===== config.mk =====
export PLATFORM = sky130hd
export DESIGN_NAME = uart_tx_unit
export DESIGN_NICKNAME = d
export VERILOG_FILES = /design/src/rtl/uart_tx_unit.sv
export SDC_FILE = /design/constraint.sdc
export NUM_CORES = 1
export LEC_CHECK = 0
export ABC_CLOCK_PERIOD_IN_PS = 2900
export CAP_MARGIN = 20
export CORE_ASPECT_RATIO = 2
export CORE_MARGIN = 2
export CORE_UTILIZATION = 45
export CTS_CLUSTER_DIAMETER = 30
export DETAILED_ROUTE_END_ITERATION = 6
export GPL_TIMING_DRIVEN = 0
export SYNTH_ARGS = -nofsm -noshare
export SYNTH_HDL_FRONTEND = slang
export SYNTH_SLANG_ARGS = --single-unit

===== constraint.sdc =====
create_clock -name clock -period 2.9 [get_ports clock]
set_input_delay 0.58 -clock clock [delete_from_list [all_inputs] [get_ports clock]]
set_output_delay 0.58 -clock clock [all_outputs]
set_load 0.02 [all_outputs]

===== src/rtl/uart_tx_unit.sv =====
// UART transmitter: start, 8 data bits LSB first, parity, stop, at one of four baud rates.
// Define UART_TX_TWO_STOP_EN to append a second stop bit (12-bit frame).
module uart_tx_unit #(
   parameter int CLK_FREQ = 50_000_000,
   parameter int DIV_W    = 16
) (
   input  logic       clock,
   input  logic       reset,
   input  logic       send,
   input  logic [7:0] data_in,
   input  logic [1:0] parity_type,
   input  logic [1:0] baud_rate,
   output logic       data_tx,
   output logic       active_flag,
   output logic       done_flag
);

`ifdef UART_TX_TWO_STOP_EN
   localparam int FRAME_W = 12;
`else
   localparam int FRAME_W = 11;
`endif
   localparam logic [3:0]       LAST_BIT  = 4'(FRAME_W - 1);
   localparam logic [DIV_W-1:0] DIV_2400  = DIV_W'(CLK_FREQ / 2400);
   localparam logic [DIV_W-1:0] DIV_4800  = DIV_W'(CLK_FREQ / 4800);
   localparam logic [DIV_W-1:0] DIV_9600  = DIV_W'(CLK_FREQ / 9600);
   localparam logic [DIV_W-1:0] DIV_19200 = DIV_W'(CLK_FREQ / 19200);

   typedef enum logic [0:0] {
      ST_IDLE  = 1'b0,
      ST_SHIFT = 1'b1
   } state_t;

   state_t             r_state, w_state_next;
   logic [FRAME_W-1:0] r_frame, w_frame_next, w_frame_load;
   logic [3:0]         r_bit_cnt, w_bit_cnt_next;
   logic [DIV_W-1:0]   r_baud_cnt, w_baud_cnt_next;
   logic [DIV_W-1:0]   r_div_last, w_div_last_next;
   logic               r_tx, w_tx_next;
   logic               r_active, w_active_next;
   logic               r_done, w_done_next;
   logic               w_bit_end;

   function automatic logic parity_bit(input logic [7:0] d, input logic [1:0] t);
      case (t)
         2'b01:   parity_bit = ~^d;
         2'b10:   parity_bit = ^d;
         default: parity_bit = 1'b1;
      endcase
   endfunction

   // Terminal count of the baud counter (D-1) for the selected rate.
   function automatic logic [DIV_W-1:0] div_last(input logic [1:0] b);
      case (b)
         2'b00:   div_last = DIV_2400  - DIV_W'(1);
         2'b01:   div_last = DIV_4800  - DIV_W'(1);
         2'b10:   div_last = DIV_9600  - DIV_W'(1);
         default: div_last = DIV_19200 - DIV_W'(1);
      endcase
   endfunction

   // Stop bit(s) fill the upper slots; start bit sits in bit 0 and goes out first.
   assign w_frame_load = {{(FRAME_W-10){1'b1}}, parity_bit(data_in, parity_type), data_in, 1'b0};
   assign w_bit_end    = (r_baud_cnt == r_div_last);

   // Next-state and next-output logic.
   always_comb begin
      w_state_next    = r_state;
      w_frame_next    = r_frame;
      w_bit_cnt_next  = r_bit_cnt;
      w_baud_cnt_next = r_baud_cnt;
      w_div_last_next = r_div_last;
      w_tx_next       = r_tx;
      w_active_next   = r_active;
      w_done_next     = 1'b0;
      case (r_state)
         ST_IDLE: begin
            w_tx_next     = 1'b1;
            w_active_next = 1'b0;
            if (send) begin
               w_state_next    = ST_SHIFT;
               w_frame_next    = w_frame_load;
               w_tx_next       = w_frame_load[0];
               w_bit_cnt_next  = 4'd0;
               w_baud_cnt_next = '0;
               w_div_last_next = div_last(baud_rate);
               w_active_next   = 1'b1;
            end else begin
               w_state_next = ST_IDLE;
            end
         end
         ST_SHIFT: begin
            w_active_next = 1'b1;
            if (w_bit_end) begin
               w_baud_cnt_next = '0;
               if (r_bit_cnt == LAST_BIT) begin
                  w_state_next  = ST_IDLE;
                  w_done_next   = 1'b1;
                  w_active_next = 1'b0;
                  w_tx_next     = 1'b1;
               end else begin
                  w_frame_next   = {1'b1, r_frame[FRAME_W-1:1]};
                  w_tx_next      = r_frame[1];
                  w_bit_cnt_next = r_bit_cnt + 4'd1;
               end
            end else begin
               w_baud_cnt_next = r_baud_cnt + DIV_W'(1);
            end
         end
         default: begin
            w_state_next  = ST_IDLE;
            w_tx_next     = 1'b1;
            w_active_next = 1'b0;
         end
      endcase
   end

   // State and datapath registers; reset abandons any frame in flight.
   always_ff @(posedge clock or posedge reset) begin
      if (reset) begin
         r_state    <= ST_IDLE;
         r_frame    <= '1;
         r_bit_cnt  <= 4'd0;
         r_baud_cnt <= '0;
         r_div_last <= '0;
         r_tx       <= 1'b1;
         r_active   <= 1'b0;
         r_done     <= 1'b0;
      end else begin
         r_state    <= w_state_next;
         r_frame    <= w_frame_next;
         r_bit_cnt  <= w_bit_cnt_next;
         r_baud_cnt <= w_baud_cnt_next;
         r_div_last <= w_div_last_next;
         r_tx       <= w_tx_next;
         r_active   <= w_active_next;
         r_done     <= w_done_next;
      end
   end

   assign data_tx     = r_tx;
   assign active_flag = r_active;
   assign done_flag   = r_done;

endmodule

==> results of run 1 <==
## layout make-up
cell class,count,share of cell area [%]
Buffer,11,2.09
Clock buffer,5,2.44
Clock inverter,3,2.31
Inverter,10,1.33
Multi-Input combinational cell,170,46.3
Sequential cell,41,36.8
Tap cell,60,2.66
Timing Repair Buffer,17,6.03
## power breakdown
part	switching, uW	internal [uW]
logic	229	236
registers	144	701
clock network	209	342
total	583	1280
## synthesized netlist by cell type (3+ instances only)
library cell / n
mux2_4: 8
o211ai_1: 4
dfstp_2: 10
xnor2_1: 7
a31oi_1: 10
nand2b_1: 3
or3_1: 3
dfrtp_1: 31
xor2_1: 9
a21oi_1: 6
clkbuf_1: 5
o21ai_0: 6
nand2_1: 28
nand3_1: 12
inv_1: 10
nor3_1: 3
nor2_1: 7
mux2_2: 13
ha_1: 11
nor4_1: 4
## cell families after synthesis
| family | synth area share, % |
|---|---|
| mux | 11.8 |
| buf+inv | 3.95 |
| xor+xnor | 5.74 |
| flops | 42.5 |
| simple gates | 15.8 |
| compound gates | 14.5 |
| fa+ha+maj | 5.64 |
## registers in the layout, indices dropped and copies added, names as in the netlist
signal       count
done_flag        1
r_baud_cnt      16
active_flag      1
r_frame          9
r_bit_cnt        4
r_div_last       9
data_tx          1
## per-stage QoR
step | hold WS, ns | cells
floorplan | 0.446 | 232
global placement | 0.459 | 309
detailed placement | 0.460 | 309
CTS | 0.473 | 317
global route | 0.490 | 317
finish | 0.470 | 317
## path summary, 6_finish.rpt
path	end	slack (ns)	depth (start not counted)
worst min register to register	data_tx	0.47	2
worst max-delay path	r_baud_cnt[15]	0.36	6
max in group asynchronous	r_div_last[9]	1.59	2
min in group asynchronous	done_flag	0.77	2
worst min-delay path	data_tx	0.47	2
worst max register to register	r_baud_cnt[15]	0.36	6
## placed cells by master (no fill, tap or decap), drive strengths merged, types with 2 or more instances in the layout
| cell type | count |
|---|---|
| a2111oi | 2 |
| a21oi | 6 |
| a22o | 2 |
| a31oi | 10 |
| a41oi | 3 |
| and3 | 2 |
| and4 | 2 |
| buf | 6 |
| bufinv | 2 |
| clkbuf | 10 |
| clkdlybuf4s50 | 17 |
| dfrtp | 31 |
| dfstp | 10 |
| ha | 11 |
| inv | 10 |
| mux2 | 22 |
| nand2 | 28 |
| nand2b | 3 |
| nand3 | 12 |
| nor2 | 7 |
| nor3 | 3 |
| nor4 | 5 |
| o211a | 2 |
| o211ai | 4 |
| o21ai | 8 |
| o22ai | 2 |
| or2 | 2 |
| or3 | 4 |
| or4 | 2 |
| xnor2 | 7 |
| xor2 | 9 |
## worst min-delay path, stage by stage, from the launching register on
cell,delay [ns]
dfstp_2,0.37
nand2_1,0.05
a2bb2oi_1,0.05
## per-layer routing
layer  vias up  wire [um]
met1       904       2170
met2        33       2510
met4         0        160
met3        14        181
met5         -          0
li1        892          -
==> results.txt, run 1 <==
Syn nets -> 258
Pwr dens -> 660 mW/mm^2
GPL Wtd Cong -> 0.797
Rel. slew slack -> 42.7%
Drt total wl -> 5.02 mm
Core area -> 0.00533 mm^2
Yosys top cell area share -> 31.8%
Die Height -> 108 um
Antenna violations before repair -> 0
Post-Synthesis Cells -> 232
Max Freq -> 394 MHz
Share of layout cells above drive strength 1 -> 20.2%
Post-route setup TNS -> 0 ns
CTS root buffer -> clkbuf_8
Detailed-route DRC error count -> 0
Worst stage delay on the critical path -> 0.64 ns
Dpl ws -> 0.354 ns
RSZ-0062 raised after global routing -> no
Final min period -> 2.54 ns
Fin. max-slew vios -> 0
Clk_lat worst skew -> 0.31 ns
Area added between synthesis and finish -> 15.5%
Setup crit start -> r_baud_cnt[11]
Outcome -> finished, final reports clean
Post-CTS Setup Repair Bufs -> 0
Startpoint types -> flop
I/O pins -> 18
Number of flops mapped to enable cells by yosys -> 0
Worst vdd ir -> 0.589 mV
Avg WL per Cell -> 15.8 um
Synth Register Bits -> 41
Yosys Warn Count -> 0
Clk buf depth -> 2
Reg2reg start -> r_baud_cnt[11]
Post-synth top area cell -> dfrtp_1
Die area -> 0.00607 mm^2
Asr flop ratio synth -> 100%
Top delay family on crit path -> compound AO/OA/AOI/OAI gates
Final core occ -> 53.0%
Final period util -> 87.5%
Antenna viol nets, final -> 0
Antenna cells -> 0
Starting DRC count in detailed routing -> 72
Number of port buffers -> 17
Pwr Total -> 1860 uW
Hold_buf cts -> 0
M2 GR Usage -> 29.2%
Worst Skew -> 0.00826 ns
Cell Area, Synth -> 0.00244 mm^2
Congestion Overflow GR -> 0
Area after DPL -> 0.00269 mm^2
Final setup vio count -> 0
Layout fillers -> 476
Maxcap violations -> 0
CTS Sinks -> 41
WP data arrival -> 2.72 ns
Vias in the first global route -> 1788
Synth area leaders -> dfrtp_1 (32%), dfstp_2 (11%), mux2_2 (6.0%), ha_1 (5.6%), mux2_4 (4.9%)
CP Cell Sequence -> clkbuf_1, xor2_1, nor4_1, a41oi_2, buf_2, a221o_1
H-tree levels -> 2
DR vias -> 1843
Clock slew at reported path FFs -> 0.08 ns
Type of destination of the critical path -> flop
Fin. Hold Viols -> 0
Initial core utilization -> 45.8%
First-pass GRT wire length -> 8.36 mm
Min-Delay Startpoint -> r_frame[1]
Prevailing post-synth register cell -> dfrtp_1
Cts bufs inserted -> 5
GR met1 Demand/Resource -> 20.9%
Slowest CP cell -> nor4_1
Crit-path max FO -> 10
GRT Total Usage -> 17.5%
DRT Pass-1 Iters -> 4
Sequential element share of the synthesized area -> 42.5%
Die span in x -> 56.1 um
Hpwl dp -> 3.66 mm
Post-cts resize count -> 0
Worst slew pin tran -> 0.858 ns
Largest net degree at the start of global routing -> 42
GR Util met3 -> 4.43%
CTS tree -> built
Design area -> 0.00282 mm^2
# rows -> 38
Grt peak-use layer -> met2
CP bufs+invs -> 2
Multi-input logic area -> 0.00131 mm^2
Layout Nets -> 282
Vias/cell -> 5.81
Final Worst Setup Slack -> 0.361 ns
Critical path class -> flop to flop
Post-synthesis cell type count -> 51
Syn Area/Cell -> 10.5 um^2
Reg area -> 0.00104 mm^2
Data required, critical path -> 3.08 ns
Hold Path Class -> flop to flop
Pleak -> 0.00126 uW
Power figures use the tool's default switching activity.
==> inputs of run 2 (changes only) <==
Settings changed: CORE_MARGIN 2 to default.
==> results.txt, run 2 (synthesized netlist as in run 1, its figures left out) <==
Layout fillers -> 491
Cts bufs inserted -> 5
Worst slew pin tran -> 0.853 ns
Reg-to-reg endpoint -> r_baud_cnt[15]
Commonest cells after routing, fill and taps aside -> dfrtp_1 (31), nand2_1 (28), clkdlybuf4s50_1 (17)
Die Height -> 106 um
Post-route setup TNS -> 0 ns
Antenna cells -> 0
Biggest regs -> r_baud_cnt (16), r_div_last (9), r_frame (9)
WHS Path Cells -> 2
Pleak -> 0.00124 uW
Crit-path max FO -> 10
Final core occ -> 53.4%
Clock slew at reported path FFs -> 0.09 ns
CTS tree -> built
Clk buf depth -> 2
Area added between synthesis and finish -> 13.3%
Post-CTS Setup Repair Bufs -> 0
Worst Setup EP -> r_baud_cnt[15]
Die span in x -> 54.1 um
Worst r2r path cells -> 6
Vias/cell -> 5.78
Avg WL per Cell -> 16.6 um
CTS Sinks -> 41
DR vias -> 1821
Fin. max-slew vios -> 0
Final min period -> 2.58 ns
Max Freq -> 387 MHz
Min-Delay Startpoint -> r_frame[1]
Detailed-route DRC error count -> 0
Max FFs per register -> 16
CP bufs+invs -> 2
Setup crit start -> r_baud_cnt[11]
I/O pins -> 18
Starting DRC count in detailed routing -> 44
Core area -> 0.00518 mm^2
Type of destination of the critical path -> flop
# rows -> 37
CP Cell Sequence -> clkbuf_1, xor2_1, nor4_1, a41oi_2, buf_2, a221o_1
Antenna viol nets, final -> 0
Reg with most FFs -> r_baud_cnt
Fin. Hold Viols -> 0
Number of port buffers -> 17
Outcome -> finished, final reports clean
Data required, critical path -> 3.08 ns
H-tree levels -> 2
Largest net degree at the start of global routing -> 42
Clk_lat worst skew -> 0.29 ns
Slowest CP cell -> nor4_1
CTS root buffer -> clkbuf_8
Commonest non-fill, non-tap cell in the layout -> dfrtp_1
Pwr dens -> 611 mW/mm^2
Worst stage delay on the critical path -> 0.69 ns
Initial core utilization -> 47.1%
Hpwl dp -> 3.93 mm
Worst vdd ir -> 0.477 mV
Drt total wl -> 5.24 mm
Final setup vio count -> 0
Hold_buf cts -> 0
Reg2reg start -> r_baud_cnt[11]
Die area -> 0.00574 mm^2
Hold Path Class -> flop to flop
Antenna violations before repair -> 0
Vias in the first global route -> 1910
First-pass GRT wire length -> 8.95 mm
Critical Path Stages -> 6
Final period util -> 89.0%
Congestion Overflow GR -> 0
Share of layout cells above drive strength 1 -> 19.8%
GRT Total Usage -> 21.6%
GPL Wtd Cong -> 0.791
Top delay family on crit path -> compound AO/OA/AOI/OAI gates
Startpoint types -> flop
Worst Skew -> 0.00889 ns
RSZ-0062 raised after global routing -> no
Post-cts resize count -> 0
R2R setup slack -> 0.32 ns
DRT Pass-1 Iters -> 4
Rel. slew slack -> 43.1%
Critical path class -> flop to flop
WP data arrival -> 2.76 ns
Layout Nets -> 282
Maxcap violations -> 0
## run 2: cell count changes in the layout (fill, tap and decap cells not counted)
cell	previous run	this run
bufinv_16	2	0
clkbuf_1	5	6
clkinv_2	1	2
## run 2: tightest hold or removal path, delay by kind of cell, from the launching register on
kind            cells  cell delay [ns]
compound gates      1             0.05
simple gates        1             0.06
flops               1             0.38
## run 2: where the power goes
group	switching [uW]	total [uW]	internal, uW
combinational	232	468	237
clock	208	375	167
sequential	147	848	701
total	587	1690	1100
## run 2: worst min path at each step
stage | endpoint | slack [ns]
2_1_floorplan | data_tx | 0.45
6_report | data_tx | 0.49
3_5_place_dp | data_tx | 0.48
5_1_grt | data_tx | 0.50
4_1_cts | data_tx | 0.50
3_3_place_gp | data_tx | 0.46
## run 2: area by class of cell
cell class	instances	area [um^2]	area share (%)
multi-input cells	170	1310	47.2
flip-flops and latches	41	1040	37.5
repair buffers	17	170	6.15
clock buffers	6	72.6	2.62
well taps	58	72.6	2.62
plain buffers	11	58.8	2.13
inverters	10	37.5	1.36
clock inverters	2	10.0	0.362
## run 2: per-layer routing
metal | vias up | share of wire [%] | track usage, %
li1 | 884 | - | -
met1 | 895 | 38 | 23.4
met2 | 30 | 57 | 38.4
met3 | 12 | 1.7 | 2.72
met4 | 0 | 3.7 | 11.0
met5 | - | 0 | 0
## run 2: through the flow
step	setup slack, ns	total power [uW]	area, um^2	std cells	hold WS, ns
5_1_grt	0.116	1810	2770	315	0.501
3_3_place_gp	0.368	1320	2680	307	0.457
4_1_cts	0.337	1700	2770	315	0.498
2_1_floorplan	0.647	1190	2440	232	0.446
6_report	0.318	1690	2770	315	0.494
3_5_place_dp	0.338	1330	2680	307	0.480
